<file path="config.mk">
export PLATFORM = sky130hd
export DESIGN_NAME = vx_credit_tx
export DESIGN_NICKNAME = d
export VERILOG_FILES = /design/src/rtl/vx_credit_pkg.sv /design/src/rtl/vx_credit_counter.sv /design/src/rtl/vx_credit_tx.sv
export SDC_FILE = /design/constraint.sdc
export NUM_CORES = 1
export LEC_CHECK = 0
export BUFFER_PORTS_ARGS = -buffer_cell sky130_fd_sc_hd__buf_2
export CAP_MARGIN = 20
export CORE_ASPECT_RATIO = 0.7
export CORE_MARGIN = 4
export CORE_UTILIZATION = 32
export CTS_BUF_LIST = sky130_fd_sc_hd__clkbuf_16
export DETAILED_ROUTE_END_ITERATION = 10
export PLACE_DENSITY_LB_ADDON = 0.25
export SLEW_MARGIN = 20
export SYNTH_ARGS = -nofsm -noshare
export SYNTH_HDL_FRONTEND = slang
export SYNTH_HIERARCHICAL = 1
export SYNTH_SLANG_ARGS = --single-unit
</file>
<file path="constraint.sdc">
create_clock -name clk -period 2.59 [get_ports clk]
set_input_delay 0.518 -clock clk [delete_from_list [all_inputs] [get_ports clk]]
set_output_delay 0.518 -clock clk [all_outputs]
set_load 0.1 [all_outputs]
</file>
<file path="src/rtl/vx_credit_pkg.sv">
// Shared types and helpers for the credit transmitter slice.
//   credit_state_t : flush FSM states (run / draining credits / quiesced)
//   cr_cnt_w       : width of a counter that must hold 0..credits inclusive
package vx_credit_pkg;

  typedef enum logic [1:0] {
    CR_RUN   = 2'd0,
    CR_DRAIN = 2'd1,
    CR_DONE  = 2'd2
  } credit_state_t;

  function automatic int cr_cnt_w(input int credits);
    return $clog2(credits + 1);
  endfunction

endpackage

</file>
<file path="src/rtl/vx_credit_counter.sv">
// Credit counter for the transmit side of a credit-based link.
// Holds the number of receiver buffer slots we may still fill.
// Ports:
//   clk, reset   clock, synchronous active-high reset (count -> CREDITS)
//   i_inc        credits returned by the receiver this cycle (unsigned)
//   i_dec        one credit consumed by an accepted packet this cycle
//   o_count      current credit count (registered)
//   o_low        o_count <= LOW_MARK (registered with the count)
//   o_all_home   o_count == CREDITS  (registered with the count)
module vx_credit_counter
  import vx_credit_pkg::*;
#(
  parameter int  CREDITS  = 4,
  parameter int  RETW     = 1,
  parameter int  LOW_MARK = 1,
  localparam int CNTW     = cr_cnt_w(CREDITS)
) (
  input  logic            clk,
  input  logic            reset,
  input  logic [RETW-1:0] i_inc,
  input  logic            i_dec,
  output logic [CNTW-1:0] o_count,
  output logic            o_low,
  output logic            o_all_home
);

  // Count never legally exceeds CREDITS, so a larger mark means "always low".
  localparam int            LOW_CLIP = (LOW_MARK > CREDITS) ? CREDITS : LOW_MARK;
  localparam logic [CNTW:0] LP_FULL  = (CNTW+1)'(CREDITS);
  localparam logic [CNTW:0] LP_LOW   = (CNTW+1)'(LOW_CLIP);

  logic [CNTW-1:0] r_count;
  logic            r_low;
  logic            r_all_home;
  logic [CNTW:0]   w_next;

  // One spare bit so an over-return or underflow is visible to the checks.
  assign w_next = {1'b0, r_count} + (CNTW+1)'(i_inc) - (CNTW+1)'(i_dec);

  always_ff @(posedge clk) begin
    if (reset) begin
      r_count    <= CNTW'(CREDITS);
      r_low      <= (CREDITS <= LOW_MARK);
      r_all_home <= 1'b1;
    end else begin
      r_count    <= w_next[CNTW-1:0];
      r_low      <= (w_next <= LP_LOW);
      r_all_home <= (w_next == LP_FULL);
    end
  end

  always_ff @(posedge clk) begin
    if (!reset) begin
      a_no_overflow : assert (w_next <= LP_FULL)
        else $error("credit counter: receiver returned more credits than outstanding");
      a_no_underflow : assert (!(i_dec && (r_count == '0)))
        else $error("credit counter: credit consumed with none available");
    end
  end

  assign o_count    = r_count;
  assign o_low      = r_low;
  assign o_all_home = r_all_home;

endmodule

</file>
<file path="src/rtl/vx_credit_tx.sv">
// Transmit-side credit flow control between a producer and a link whose far
// end owns CREDITS buffer slots. A packet is forwarded only while a credit is
// held; the receiver hands credits back as it drains. A flush FSM stops intake
// and waits for every credit to come home so the link can be reconfigured.
// Ports:
//   clk, reset            clock, synchronous active-high reset
//   in_valid/in_data      producer stream; in_ready accepts
//   out_valid/out_data    link stream; out_ready accepts
//   credit_return         credits returned this cycle (unsigned count)
//   flush_req             level request to quiesce
//   flush_done            intake stopped, stage empty, all credits home
//   credits_avail         current credit count
//   credits_low           credits_avail <= LOW_MARK
//   all_home              credits_avail == CREDITS
module vx_credit_tx
  import vx_credit_pkg::*;
#(
  parameter int  CREDITS  = 4,
  parameter int  RETW     = 1,
  parameter int  DATAW    = 32,
  parameter int  OUT_REG  = 0,
  parameter int  LOW_MARK = 1,
  localparam int CNTW     = cr_cnt_w(CREDITS)
) (
  input  logic             clk,
  input  logic             reset,
  input  logic             in_valid,
  input  logic [DATAW-1:0] in_data,
  output logic             in_ready,
  output logic             out_valid,
  output logic [DATAW-1:0] out_data,
  input  logic             out_ready,
  input  logic [RETW-1:0]  credit_return,
  input  logic             flush_req,
  output logic             flush_done,
  output logic [CNTW-1:0]  credits_avail,
  output logic             credits_low,
  output logic             all_home
);

  credit_state_t r_state;
  logic          r_flush_done;

  logic w_open;
  logic w_has_credit;
  logic w_accept;
  logic w_stage_vld;

  // Intake closes in the very cycle flush_req is seen, not one cycle later.
  assign w_open       = (r_state == CR_RUN) & ~flush_req;
  assign w_has_credit = (credits_avail != '0);
  assign w_accept     = in_valid & in_ready;

  vx_credit_counter #(
    .CREDITS  (CREDITS),
    .RETW     (RETW),
    .LOW_MARK (LOW_MARK)
  ) u_counter (
    .clk        (clk),
    .reset      (reset),
    .i_inc      (credit_return),
    .i_dec      (w_accept),
    .o_count    (credits_avail),
    .o_low      (credits_low),
    .o_all_home (all_home)
  );

  generate
    if (OUT_REG == 0) begin : g_pass
      assign in_ready    = out_ready & w_open & w_has_credit;
      assign out_valid   = in_valid  & w_open & w_has_credit;
      assign out_data    = in_data;
      assign w_stage_vld = 1'b0;
    end else begin : g_reg
      logic             r_vld_p1;
      logic [DATAW-1:0] r_data_p1;

      // The credit is taken when the stage loads, not when the link accepts.
      assign in_ready = w_open & w_has_credit & (~r_vld_p1 | out_ready);

      // Output stage (p1)
      always_ff @(posedge clk) begin
        if (reset) begin
          r_vld_p1 <= 1'b0;
        end else if (w_accept) begin
          r_vld_p1 <= 1'b1;
        end else if (out_ready) begin
          r_vld_p1 <= 1'b0;
        end
      end

      always_ff @(posedge clk) begin
        if (w_accept) begin
          r_data_p1 <= in_data;
        end
      end

      assign out_valid   = r_vld_p1;
      assign out_data    = r_data_p1;
      assign w_stage_vld = r_vld_p1;
    end
  endgenerate

  // Flush FSM. DRAIN exit looks only at registered credit/stage state.
  always_ff @(posedge clk) begin
    if (reset) begin
      r_state      <= CR_RUN;
      r_flush_done <= 1'b0;
    end else begin
      case (r_state)
        CR_RUN: begin
          if (flush_req) begin
            r_state <= CR_DRAIN;
          end
        end
        CR_DRAIN: begin
          if (all_home && !w_stage_vld) begin
            r_state      <= CR_DONE;
            r_flush_done <= 1'b1;
          end
        end
        CR_DONE: begin
          if (!flush_req) begin
            r_state      <= CR_RUN;
            r_flush_done <= 1'b0;
          end
        end
        default: begin
          r_state      <= CR_RUN;
          r_flush_done <= 1'b0;
        end
      endcase
    end
  end

  assign flush_done = r_flush_done;

endmodule
</file>
# Word-level counts from Yosys, hierarchy flattened
# Cells that the tools add are included.
# word_totals
ff_bits	8
elab_cells	33
# op_classes
add_sub_neg	2
order_cmp	1
eq_ne	6
mux	7
n_bitwise	8
reduce_logical	4
# op_table
operator	n
1-bit AND	6
2-bit 2-to-1 mux	3
2-bit case mux with 3 select lines	1
3-bit AND reduction	2
3-bit by 1-bit adder with 4-bit output	1
4-bit by 3-bit == test with 1-bit output, second input constant	1
4-bit by 1-bit less-or-equal comparator with 1-bit output, second input constant	1
2-bit != test, second input constant	2
4-bit by 1-bit subtractor with 4-bit output	1
1-bit case mux with 3 select lines	1
3-bit nonzero test	1
2-bit by 1-bit == test with 1-bit output, second input constant	1
2-bit == test, second input constant	1
2-bit logical NOT	1
1-bit 2-to-1 mux	2
2-bit by 1-bit != test with 1-bit output, second input constant	1
1-bit inverter	2

# Logic depth before layout (Yosys ltp)
# Gate-level depths: netlist of run 1.
# logic_depth
ltp_word	7
mapped_depth	11
mapped_depth_nobuf	11

# By module
# Netlist of run 1, hierarchy kept.
# by_module_without_submodules
module	instances	cells_each	area_each_um2
vx_credit_tx	1	48	376.6
vx_credit_counter	1	28	270.3

# Least setup slack after synthesis of run 1
# Ideal clock, no wire load.
# synth_timing
path_kind	flip-flop to flip-flop
start	register u_counter.r_count[1] (netlist: u_counter/o_count[1])
end	register u_counter.r_low (netlist: u_counter/o_low)
t_arrival_ps	2805
required_time_ps	2530
path_slack_ps	-275
stages_incl_launch_ff	11
n_path_buf	0
cell_sequence	dfxtp_1 > o311a_1 > and3_1 > ha_1 > inv_1 > ha_1 > inv_1 > fa_1 > xor2_1 > nand2b_1 > and4bb_2
# synth_via
elab_chain_len	5
word_cells_on_any_way	6
cone_classes	add/sub: 2; order compare: 1; bitwise: 2; reduce/logical: 1
# synth_lines
item	line	text
from (decl)	vx_credit_counter.sv:32	logic [CNTW-1:0] r_count;
from (signal assigned)	vx_credit_counter.sv:42	r_count <= CNTW'(CREDITS);
from (signal assigned)	vx_credit_counter.sv:46	r_count <= w_next[CNTW-1:0];
3-bit nonzero test	vx_credit_tx.sv:51	assign w_has_credit = (credits_avail != '0);
1-bit AND	vx_credit_tx.sv:70	assign in_ready = out_ready & w_open & w_has_credit;
1-bit AND	vx_credit_tx.sv:52	assign w_accept = in_valid & in_ready;
named net w_accept	vx_credit_tx.sv:46	logic w_accept;
4-bit by 1-bit subtractor with 4-bit output	vx_credit_counter.sv:38	assign w_next = {1'b0, r_count} + (CNTW+1)'(i_inc) - (CNTW+1)'(i_dec);
4-bit by 1-bit less-or-equal comparator with 1-bit output	vx_credit_counter.sv:47	r_low <= (w_next <= LP_LOW);
to (signal assigned)	vx_credit_counter.sv:43	r_low <= (CREDITS <= LOW_MARK);
to (signal assigned)	vx_credit_counter.sv:47	
to (decl)	vx_credit_counter.sv:33	logic r_low;
# The timed path passes the listed nets, and every way through them passes these cells.
# A chain may end at the register's enable or synchronous reset.

# Final worst setup path of run 1
# layout_timing
start	register u_counter.r_count[2] (netlist: u_counter/o_count[2])
end	register u_counter.r_low (netlist: u_counter/o_low)
# The elaborated chain is that of the path after synthesis.

==> results.md, run 1 <==
- Setup Viol. Count Final: 0
- All-Layer GR Usage: 9.128%
- WS Path Type: reg -> reg
- Number of flops mapped to enable cells by yosys: 0
- Flop2flop setup slack: 0.18 ns
- Count of final hold-check violations: 0
- Core utilization of the finished layout: 31.03%
- Clock tree from TritonCTS: yes
- Synthesized-area fraction occupied by ao, oa, aoi and oai cells: 8.897%
- Synth Area in Adders: 10.83%
- # Post-CTS Setup Buffers: 0
- Worst-case reg-to-reg path depth: 10
- Worst hold stages: 1
- Power Total: 0.0009117 W
- Initial detailed-routing violation count: 13
- Syn Nets: 119
- Seq/Total Area, Yosys: 24.76%
- Maximum number of pins on one net before global-route repair: 8
- Worst vdd ir: 0.0005704 V
- Antenna violations before repair: 0
- Data arrival time of the worst path: 2.58 ns
- Number of antenna-violating nets in the routed design: 0
- Library cell with the largest summed area after synthesis: sky130_fd_sc_hd__buf_4
- Fraction of the mapped netlist area in simple logic gates: 12.38%
- Outcome: finished, final reports clean
- Hpwl dp: 791.4 um
- Vias in the first global route: 405
- Slew headroom: 67.68%
- Vertical extent of the die: 45.62 um
- Post_cts resized: 0
- Start point of the critical path: u_counter/o_count[2]
- Destination of the worst register-to-register timing path: u_counter/o_low
- Summed instance area of the synthesized netlist: 646.9 sq um
- Syn Inst Count: 76
- Top flip-flop cell by instance count after synthesis: sky130_fd_sc_hd__dfxtp_1
- Mux share of post-synthesis cell area: 0%
- Final layout net count: 106
- Number of buffers inserted by port buffering: 13
- Post-synth top area share: 37.14%
- Worst hold margin: 0.4546 ns
- DRT Pass-1 Iters: 4
- Proportion of layout cells with a drive suffix above 1: 34.43%
- Area growth syn-to-layout: -9.478%
- Sum of negative setup slack: 0 ns
- Total count of max-transition violations in the final report: 0
- Master of the slowest instance on the critical path: sky130_fd_sc_hd__o311a_1
- Crit. End Element: register
- Clock H-tree levels: 1
- # fillers: 198
- Worst path max stage delay: 0.36 ns
- Distinct cell type count after synthesis: 20
- Largest family of logic cells by synthesized area: buffers and inverters
- RR Startpoint: u_counter/o_count[2]
- CP startpoint kind: register
- Leading cell type in the layout, fill and taps excluded: sky130_fd_sc_hd__buf_2
- Number of inserted diodes: 0
- Highest attainable clock frequency: 415.8 MHz
- Worst setup path end: u_counter/o_low
- RD Place Congestion: 0.7450
- Number of max-capacitance violations reported: 0
- Initial core utilization: 34.28%
- Placeable core region: 1887 sq um
- Synthesized area per cell: 8.511 sq um
- Post-synthesis async set-or-reset flop share: 0%
- Number of standard-cell rows in the floorplan: 13
- Commonest non-fill, non-tap cells in the layout: sky130_fd_sc_hd__buf_2, sky130_fd_sc_hd__inv_1, sky130_fd_sc_hd__dfxtp_1
- Maximum fanout along the worst path: 3
- Clk_lat worst skew: 0.23 ns
- Clock buffer depth: 2
- Total CTS buffers: 3
- Clk sink count: 8
- Hold_buf cts: 0
- Overall via count from detail_route: 364
- Final routed DRC violation total: 0
- Global route total overflow: 0
- Clk slew on worst S/H paths: 0.04 ns
- Total of warnings raised by yosys: 6
- Root buffer selected by CTS: sky130_fd_sc_hd__clkbuf_16
- Number of primary I/O pins: 78
- Unrepaired setup endpoints after global routing: false
- Global-route wire length before repair: 1745 um
- Largest clock skew in the final design: 0.001472 ns
- Endpoint required time on the critical path: 2.76 ns
- Final Cycle Share: 92.86%
- Synth Register Bits: 8
- Total power divided by cell area: 1557 nW/um^2
- Top post-synthesis cells by area: sky130_fd_sc_hd__buf_4, sky130_fd_sc_hd__dfxtp_1, sky130_fd_sc_hd__ha_1
- Leakage power: 0.2937 nW
- Min Clock Period, post-route: 2.405 ns
- Critical Path, Cell by Cell: o311a_1, and3_1, ha_1, inv_1, ha_1, inv_1, fa_1, xor2_1, nand2b_1, and4bb_2
- Die outline width: 61.74 um
- Wire per inst: 11.99 um
- Detailed Route WL: 995 um
- Transition time at the pin with the least slew margin: 0.4882 ns
- Worst Hold Class: reg -> reg
- Overall die area: 2816 sq um
- Vias per cell: 4.386
- Post-Synth XOR/XNOR Area: 1.354%
per-stage QoR:
| step | setup WS, ns | instances | instance area (sq um) |
|---|---|---|---|
| after floorplan | 0.02704 | 76 | 650.6 |
| after global placement | -0.001791 | 79 | 503.0 |
| after detailed placement | -0.02428 | 79 | 503.0 |
| after CTS | 0.1177 | 82 | 578.1 |
| after global routing | 0.03420 | 83 | 585.6 |
| final | 0.1850 | 83 | 585.6 |
power by group:
group / switching, W / total [W] / leakage, nW / internal [W]
clock network: 0.0000567 / 0.000255 / 0.0370 / 0.000199
registers: 0.0000274 / 0.000190 / 0.0665 / 0.000163
logic: 0.000355 / 0.000466 / 0.190 / 0.000111
layout make-up:
type                    count  area, sq um  share of cell area, %
repair buffers             14        72.57                  12.39
clock buffers               3        75.07                  12.82
multi-input cells          28        216.5                  36.97
flip-flops and latches      8        163.9                  27.99
well taps                  22        27.53                  4.701
inverters                   8        30.03                  5.128
per-layer routing:
metal / vias to the layer above / part of all wire [%] / global-route usage [%] / wire length [um]
met5: - / 0 / 0 / 0
li1: 182 / - / - / -
met4: 0 / 0.50 / 3.814 / 5
met2: 15 / 43 / 11.69 / 431
met3: 2 / 12 / 8.782 / 121
met1: 165 / 44 / 10.14 / 437
synth_stat cells (2+ instances only):
cell,instances
sky130_fd_sc_hd__ha_1,4
sky130_fd_sc_hd__dfxtp_1,8
sky130_fd_sc_hd__a21oi_1,3
sky130_fd_sc_hd__inv_1,8
sky130_fd_sc_hd__nor2_1,3
sky130_fd_sc_hd__and2_1,2
sky130_fd_sc_hd__nor2b_1,2
sky130_fd_sc_hd__nand3_1,3
sky130_fd_sc_hd__buf_4,32
sequential cells by signal, indices dropped and copies added, names as in the netlist:
name                  count
u_counter/o_count         3
u_counter/o_low           1
r_state                   2
u_counter/o_all_home      1
flush_done                1
kinds of logic after synthesis:
family,Yosys count
DFF,8
AOI/OAI and AO/OA,8
xor gates and xnor gates,1
adders and majority gates,5
and+or+nand+nor,14
buffers and inverters,40
worst max-delay path, delay by kind of cell (launching register included):
kind                     cells  cell delay, ns
flip-flops                   1            0.32
AO/OA/AOI/OAI                1            0.36
adder cells (fa/ha/maj)      3            0.80
XOR/XNOR                     1            0.18
buffers and inverters        2            0.10
AND/OR/NAND/NOR              3            0.57
how the worst min path moves through the flow:
stage	from	endpoint
2_1_floorplan	r_state[1]	r_state[0]
3_3_place_gp	r_state[1]	r_state[0]
3_5_place_dp	r_state[1]	r_state[0]
4_1_cts	r_state[1]	r_state[0]
5_1_grt	r_state[1]	r_state[0]
6_report	r_state[1]	r_state[0]
Power figures use the tool's default switching activity.
==> inputs of run 2 (changes only) <==
ABC_AREA = 1   (was not set)
CORE_UTILIZATION = 34   (was 32)
MAX_ROUTING_LAYER = met4   (was not set)
SKIP_LAST_GASP = 1   (was not set)
==> results.md, run 2 <==
- Sequential standard cell area: 163.9 sq um (unchanged)
- Flop2flop setup slack: 0.39 ns (was 0.18 ns)
- Clk_lat worst skew: 0.23 ns (about the same)
- Highest attainable clock frequency: 453.8 MHz (was 415.8 MHz)
- Final worst slack: 0.3866 ns (was 0.1850 ns)
- Synth Register Bits: 8 (unchanged)
- Largest clock skew in the final design: 0.002200 ns (was 0.001472 ns)
- Vias in the first global route: 429 (was 405)
- Combined buffer and inverter count along the critical path: 3 (was 2)
- Clk slew on worst S/H paths: 0.04 ns (about the same)
- Transition time at the pin with the least slew margin: 0.4887 ns (was 0.4882 ns)
- Number of flip-flops in the largest register: 3 (unchanged)
- RR Startpoint: r_state[0] (was u_counter/o_count[2])
- Distinct cell type count after synthesis: 18 (was 20)
- Pre-CTS setup slack: 0.1863 ns (was -0.02428 ns)
- Worst-case reg-to-reg path depth: 14 (was 10)
- Post-route met1 wirelength: 549 um (was 437 um)
- Outcome: finished, final reports clean (unchanged)
- Synthesized area per cell: 7.314 sq um (was 8.511 sq um)
- Met3 wirelength from detailed routing: 131 um (was 121 um)
- Number of standard-cell rows in the floorplan: 13 (unchanged)
- Number of inserted diodes: 0 (unchanged)
- Area growth syn-to-layout: -6.173% (was -9.478%)
- Most flops, register: u_counter/o_count (unchanged)
- Final layout net count: 127 (was 106)
- Proportion of layout cells with a drive suffix above 1: 36.59% (was 34.43%)
- Number of max-capacitance violations reported: 0 (unchanged)
- # fillers: 201 (was 198)
- Post_cts resized: 0 (unchanged)
- Maximum number of pins on one net before global-route repair: 7 (was 8)
- All-Layer GR Usage: 9.872% (was 9.128%)
- Leading cell type in the layout, fill and taps excluded: sky130_fd_sc_hd__buf_2 (unchanged)
- Clock H-tree levels: 1 (unchanged)
- Total CTS buffers: 3 (unchanged)
- Worst path max stage delay: 0.53 ns (was 0.36 ns)
- Overall via count from detail_route: 487 (was 364)
- Worst setup path end: u_counter/o_all_home (was u_counter/o_low)
- Antenna violations before repair: 0 (unchanged)
- Start point of the critical path: r_state[0] (was u_counter/o_count[2])
- Detailed Route WL: 1162 um (was 995 um)
- Maximum fanout along the worst path: 4 (was 3)
- Number of antenna-violating nets in the routed design: 0 (unchanged)
- Largest registers in the final layout: u_counter/o_count (3), r_state (2) (unchanged)
- Global route total overflow: 0 (unchanged)
- Wire per inst: 11.17 um (was 11.99 um)
- Master of the slowest instance on the critical path: sky130_fd_sc_hd__fa_1 (was sky130_fd_sc_hd__o311a_1)
- Total count of max-transition violations in the final report: 0 (unchanged)
- Vertical extent of the die: 46.22 um (was 45.62 um)
- Count of final hold-check violations: 0 (unchanged)
- Die outline width: 62.60 um (was 61.74 um)
- Syn Nets: 140 (was 119)
- Root buffer selected by CTS: sky130_fd_sc_hd__clkbuf_16 (unchanged)
- RD Place Congestion: 0.7535 (was 0.7450)
- Number of flops mapped to enable cells by yosys: 0 (unchanged)
- WS Path Type: reg -> reg (unchanged)
- Slew headroom: 67.64% (was 67.68%)
- Sum of negative setup slack: 0 ns (unchanged)
- Syn Inst Count: 97 (was 76)
- Min Clock Period, post-route: 2.203 ns (was 2.405 ns)
- Unrepaired setup endpoints after global routing: false (unchanged)
- Commonest non-fill, non-tap cells in the layout: sky130_fd_sc_hd__buf_2, sky130_fd_sc_hd__nand2_1, sky130_fd_sc_hd__inv_1 (was sky130_fd_sc_hd__buf_2, sky130_fd_sc_hd__inv_1, sky130_fd_sc_hd__dfxtp_1)
- Vias per cell: 4.683 (was 4.386)
- Clock buffer depth: 2 (unchanged)
- Placeable core region: 1919 sq um (was 1887 sq um)
- Area of the multi-input gates: 274.0 sq um (was 216.5 sq um)
- Family of cells with the greatest summed delay on the critical path: adder cells (unchanged)
- Clk sink count: 8 (unchanged)
- Length of routed met2 wiring: 384 um (was 431 um)
- Post-synth top area share: 33.86% (was 37.14%)
- Final Cycle Share: 85.07% (was 92.86%)
- Final routed DRC violation total: 0 (unchanged)
- Initial core utilization: 36.96% (was 34.28%)
- Library cell with the highest instance count after synthesis: sky130_fd_sc_hd__buf_4 (unchanged)
- CP startpoint kind: register (unchanged)
- Worst vdd ir: 0.0004197 V (was 0.0005704 V)
- Max Used Layer: met4 (unchanged)
- Post-synthesis async set-or-reset flop share: 0% (unchanged)
- Worst Hold Class: reg -> reg (unchanged)
- Seq/Total Area, Yosys: 22.57% (was 24.76%)
- Library cell with the largest summed area after synthesis: sky130_fd_sc_hd__buf_4 (unchanged)
- Setup Viol. Count Final: 0 (unchanged)
- DRT Pass-1 Iters: 4 (unchanged)
- Number of primary I/O pins: 78 (unchanged)
- Top post-synthesis cells by area: sky130_fd_sc_hd__buf_4, sky130_fd_sc_hd__dfxtp_1, sky130_fd_sc_hd__ha_1 (unchanged)
- Commonest cells post-synth: sky130_fd_sc_hd__buf_4, sky130_fd_sc_hd__nand2_1, sky130_fd_sc_hd__inv_1, sky130_fd_sc_hd__dfxtp_1, sky130_fd_sc_hd__nand3_1 (was sky130_fd_sc_hd__buf_4, sky130_fd_sc_hd__dfxtp_1, sky130_fd_sc_hd__inv_1, sky130_fd_sc_hd__ha_1)
- Total of warnings raised by yosys: 6 (unchanged)
- Initial detailed-routing violation count: 12 (was 13)
- Summed instance area of the synthesized netlist: 709.4 sq um (was 646.9 sq um)
- Hold_buf cts: 0 (unchanged)
- # Post-CTS Setup Buffers: 0 (unchanged)
- CP most frequent cell: sky130_fd_sc_hd__nand2_1
- Total power divided by cell area: 1360 nW/um^2 (was 1557 nW/um^2)
- Top flip-flop cell by instance count after synthesis: sky130_fd_sc_hd__dfxtp_1 (unchanged)
- Hpwl dp: 911.1 um (was 791.4 um)
- Destination of the worst register-to-register timing path: u_counter/o_all_home (was u_counter/o_low)
- Global-route wire length before repair: 1980 um (was 1745 um)
- Logic depth of the worst setup path including buffers: 14 (was 10)
- Crit. End Element: register (unchanged)
- Critical Path, Cell by Cell: inv_2, nand2_1, nor2_1, nand2_1, nor3_2, ha_1, inv_1, ha_1, inv_1, fa_1, nand2_1, nor2_2, nand3_1, nand2_1 (was o311a_1, and3_1, ha_1, inv_1, ha_1, inv_1, fa_1, xor2_1, nand2b_1, and4bb_2)
- Overall die area: 2893 sq um (was 2816 sq um)
- Clock tree from TritonCTS: yes (unchanged)
- Leakage power: 0.3358 nW (was 0.2937 nW)
- Number of buffers inserted by port buffering: 13 (unchanged)
- Endpoint required time on the critical path: 2.77 ns (was 2.76 ns)
- Data arrival time of the worst path: 2.38 ns (was 2.58 ns)
-- run 2: cell families (layout without fill, tap and decap cells) --
| kind of cell | after synthesis | after routing | share of synthesized area, % |
|---|---|---|---|
| flops | 8 | 8 | 22.57 |
| buf+inv | 46 | 31 | 41.27 |
| compound gates | 5 | 5 | 4.409 |
| fa+ha+maj | 5 | 5 | 9.877 |
| simple gates | 33 | 33 | 21.87 |
-- run 2: area by class of cell --
type	instances	share of cell area (%)
Multi-Input combinational cell	43	41.17
Sequential cell	8	24.62
Clock buffer	3	11.28
Timing Repair Buffer	14	10.90
Inverter	14	7.895
Tap cell	22	4.135
-- run 2: routing by layer --
metal  global-route usage [%]  up-vias
met1                    10.97      192
met3                    5.122       16
met5                        -        -
li1                         -      243
met2                    9.958       36
met4                    14.91        0
-- run 2: worst min-delay path by stage --
stage,from,end,slack (ns),cells after the start
floorplan,r_state[1],r_state[1],0.46,2
global placement,flush_done,flush_done,0.45,2
detailed placement,flush_done,flush_done,0.46,2
CTS,flush_done,flush_done,0.47,2
global route,flush_done,flush_done,0.49,2
finish,flush_done,flush_done,0.46,2
-- run 2: power breakdown --
| part | total [W] | internal (W) | switching [W] |
|---|---|---|---|
| clock network | 0.000257 | 0.000199 | 0.0000586 |
| logic | 0.000467 | 0.000109 | 0.000357 |
| registers | 0.000181 | 0.000157 | 0.0000243 |
| total | 0.000906 | 0.000465 | 0.000440 |
-- run 2: through the flow --
step	hold slack, ns	utilization (%)	total power (W)	instances	cell area [sq um]
after floorplan	0.4625	-	0.0008068	97	730.7
after global placement	0.4531	30.77	0.0006510	101	590.6
after detailed placement	0.4609	30.77	0.0006521	101	590.6
after CTS	0.4675	34.68	0.0009152	104	665.6
after global routing	0.4862	34.68	0.0009675	104	665.6
final	0.4644	34.68	0.0009055	104	665.6
-- run 2: worst reg2reg max path, stage by stage (launching register included) --
cell,delay (ns)
sky130_fd_sc_hd__dfxtp_1,0.37
sky130_fd_sc_hd__inv_2,0.06
sky130_fd_sc_hd__nand2_1,0.11
sky130_fd_sc_hd__nor2_1,0.05
sky130_fd_sc_hd__nand2_1,0.10
sky130_fd_sc_hd__nor3_2,0.05
sky130_fd_sc_hd__ha_1,0.29
sky130_fd_sc_hd__inv_1,0.06
sky130_fd_sc_hd__ha_1,0.18
sky130_fd_sc_hd__inv_1,0.06
sky130_fd_sc_hd__fa_1,0.53
sky130_fd_sc_hd__nand2_1,0.08
sky130_fd_sc_hd__nor2_2,0.09
sky130_fd_sc_hd__nand3_1,0.07
sky130_fd_sc_hd__nand2_1,0.05
==> inputs of run 3 (changes only) <==
GPL_TIMING_DRIVEN = 0   (was not set)
==> results.md, run 3 (synthesis gave the netlist of run 2 again) <==
- # fillers: 195 (was 201)
- Master of the slowest instance on the critical path: sky130_fd_sc_hd__fa_1 (unchanged)
- Global-route wire length before repair: 2532 um (was 1980 um)
- # Post-CTS Setup Buffers: 0 (unchanged)
- Clock buffer depth: 2 (unchanged)
- Overall die area: 2893 sq um (unchanged)
- Global route total overflow: 0 (unchanged)
- Destination of the worst register-to-register timing path: u_counter/o_all_home (unchanged)
- Highest attainable clock frequency: 429.9 MHz (was 453.8 MHz)
- Total count of max-transition violations in the final report: 0 (unchanged)
- Antenna violations before repair: 0 (unchanged)
- Hpwl dp: 1499 um (was 911.1 um)
- Number of flip-flops in the largest register: 3 (unchanged)
- Worst hold stages: 2 (unchanged)
- Sum of negative setup slack: 0 ns (unchanged)
- Min Clock Period, post-route: 2.326 ns (was 2.203 ns)
- Clock tree from TritonCTS: yes (unchanged)
- Critical Path, Cell by Cell: nor3_2, nor3_2, ha_1, inv_1, ha_1, inv_1, fa_1, nand2_1, nor2_2, nand3_1, nand2_1 (was inv_2, nand2_1, nor2_1, nand2_1, nor3_2, ha_1, inv_1, ha_1, inv_1, fa_1, nand2_1, nor2_2, nand3_1, nand2_1)
- Initial core utilization: 36.96% (unchanged)
- Unrepaired setup endpoints after global routing: false (unchanged)
- Largest registers in the final layout: u_counter/o_count (3), r_state (2) (unchanged)
- Total power divided by cell area: 1092 nW/um^2 (was 1360 nW/um^2)
- Count of final hold-check violations: 0 (unchanged)
- Largest clock skew in the final design: 0.001363 ns (was 0.002200 ns)
- RD Place Congestion: 0.6888 (was 0.7535)
- Clock H-tree levels: 1 (unchanged)
- Wire per inst: 10.32 um (was 11.17 um)
- Worst Hold Class: reg -> reg (unchanged)
- Number of max-capacitance violations reported: 0 (unchanged)
- RR Startpoint: u_counter/o_count[1] (was r_state[0])
- Data arrival time of the worst path: 2.50 ns (was 2.38 ns)
- Maximum number of pins on one net before global-route repair: 7 (unchanged)
- Hold_buf cts: 0 (unchanged)
- Final Cycle Share: 89.81% (was 85.07%)
- Commonest non-fill, non-tap cells in the layout: sky130_fd_sc_hd__buf_2, sky130_fd_sc_hd__buf_4, sky130_fd_sc_hd__nand2_1 (was sky130_fd_sc_hd__buf_2, sky130_fd_sc_hd__nand2_1, sky130_fd_sc_hd__inv_1)
- Total CTS buffers: 3 (unchanged)
- Number of inserted diodes: 0 (unchanged)
- Number of buffers inserted by port buffering: 45 (was 13)
- Most flops, register: u_counter/o_count (unchanged)
- Leading cell type in the layout, fill and taps excluded: sky130_fd_sc_hd__buf_2 (unchanged)
- Vertical extent of the die: 46.22 um (unchanged)
- Leakage power: 0.6131 nW (was 0.3358 nW)
- Outcome: finished, final reports clean (unchanged)
- Placeable core region: 1919 sq um (unchanged)
- WS Path Type: reg -> reg (unchanged)
- Flop2flop setup slack: 0.26 ns (was 0.39 ns)
- CP startpoint kind: register (unchanged)
- Root buffer selected by CTS: sky130_fd_sc_hd__clkbuf_16 (unchanged)
- Pre-CTS setup slack: 0.04905 ns (was 0.1863 ns)
- Vias in the first global route: 604 (was 429)
- Clk slew on worst S/H paths: 0.04 ns (about the same)
- Core utilization of the finished layout: 55.41% (was 34.68%)
- Die outline width: 62.60 um (unchanged)
- Worst vdd ir: 0.0003984 V (was 0.0004197 V)
- Worst Hold Path EP: flush_done (unchanged)
- Initial detailed-routing violation count: 19 (was 12)
- Overall via count from detail_route: 699 (was 487)
- Clk_lat worst skew: 0.23 ns (about the same)
- Slew headroom: 67.49% (was 67.64%)
- Crit. End Element: register (unchanged)
- Final layout net count: 190 (was 127)
- Worst-case reg-to-reg path depth: 11 (was 14)
- Vias per cell: 4.186 (was 4.683)
- Endpoint required time on the critical path: 2.77 ns (about the same)
- Setup Viol. Count Final: 0 (unchanged)
- All-Layer GR Usage: 11.47% (was 9.872%)
- Number of standard-cell rows in the floorplan: 13 (unchanged)
- Source of the worst hold timing path: flush_done (unchanged)
- Proportion of layout cells with a drive suffix above 1: 64.83% (was 36.59%)
- Number of antenna-violating nets in the routed design: 0 (unchanged)
- Final worst slack: 0.2638 ns (was 0.3866 ns)
- Detailed Route WL: 1724 um (was 1162 um)
- Maximum fanout along the worst path: 5 (was 4)
- Transition time at the pin with the least slew margin: 0.4911 ns (was 0.4887 ns)
- Area growth syn-to-layout: 49.91% (was -6.173%)
- DRT Pass-1 Iters: 4 (unchanged)
- Clk sink count: 8 (unchanged)
- Final routed DRC violation total: 0 (unchanged)
- Worst path max stage delay: 0.55 ns (was 0.53 ns)
- Number of primary I/O pins: 78 (unchanged)
-- run 3: cell count changes in the layout (fill, tap and decap cells not counted) --
cell                     previous run  this run
sky130_fd_sc_hd__buf_4              1        32
sky130_fd_sc_hd__nor3_1             1         0
sky130_fd_sc_hd__buf_2             13        45
sky130_fd_sc_hd__nor3_2             1         2
-- run 3: worst max-delay path by stage --
stage | startpoint | endpoint | slack (ns) | cells past startpoint
6_report | u_counter/o_count[1] | u_counter/o_all_home | 0.26 | 11
5_1_grt | u_counter/o_count[1] | u_counter/o_all_home | 0.07 | 11
4_1_cts | u_counter/o_count[1] | u_counter/o_all_home | 0.03 | 11
3_5_place_dp | u_counter/o_count[1] | u_counter/o_all_home | 0.05 | 11
3_3_place_gp | u_counter/o_count[1] | u_counter/o_all_home | 0.12 | 11
2_1_floorplan | u_counter/o_count[1] | in_ready | 0.006 | 2
-- run 3: per-stage QoR --
stage	std cells	power (W)	hold slack, ns	instance area, sq um
2_1_floorplan	97	0.0008068	0.4625	730.7
6_report	167	0.001162	0.4582	1064
5_1_grt	167	0.001212	0.4764	1064
3_5_place_dp	164	0.0009003	0.4546	983.4
3_3_place_gp	164	0.0008924	0.4541	983.4
4_1_cts	167	0.001166	0.4615	1059
-- run 3: area by class of cell --
| type | instances | area (sq um) | share of cell area (%) |
|---|---|---|---|
| Buffer | 32 | 240.2 | 22.59 |
| Timing Repair Buffer | 45 | 225.2 | 21.18 |
| Tap cell | 22 | 27.53 | 2.588 |
| Sequential cell | 8 | 163.9 | 15.41 |
| Clock buffer | 3 | 75.07 | 7.059 |
| Inverter | 14 | 52.55 | 4.941 |
| Multi-Input combinational cell | 43 | 279.0 | 26.24 |
-- run 3: timing repair --
item | CTS | global route
hold endpoints to repair | 0 | 0
gates resized for setup | 0 | 1
setup endpoints to repair | 0 | 3
-- run 3: power by group --
part           switching, W  internal (W)  leakage [nW]
logic              0.000566      0.000152         0.510
clock network     0.0000627      0.000199        0.0370
registers         0.0000248      0.000157        0.0663
total              0.000654      0.000508         0.613
-- run 3: per-layer routing --
layer	vias to the layer above	wire length [um]	global-route usage [%]
met1	276	715	12.97
met5	-	0	-
met2	55	736	17.37
met3	2	257	6.341
met4	0	14	3.947
li1	366	-	-
-- run 3: worst max-delay path, delay by kind of cell (launching register included) --
kind                     cells  cell delay [ns]
AND/OR/NAND/NOR              6             0.79
buffers and inverters        2             0.12
flip-flops                   1             0.34
adder cells (fa/ha/maj)      3             1.02
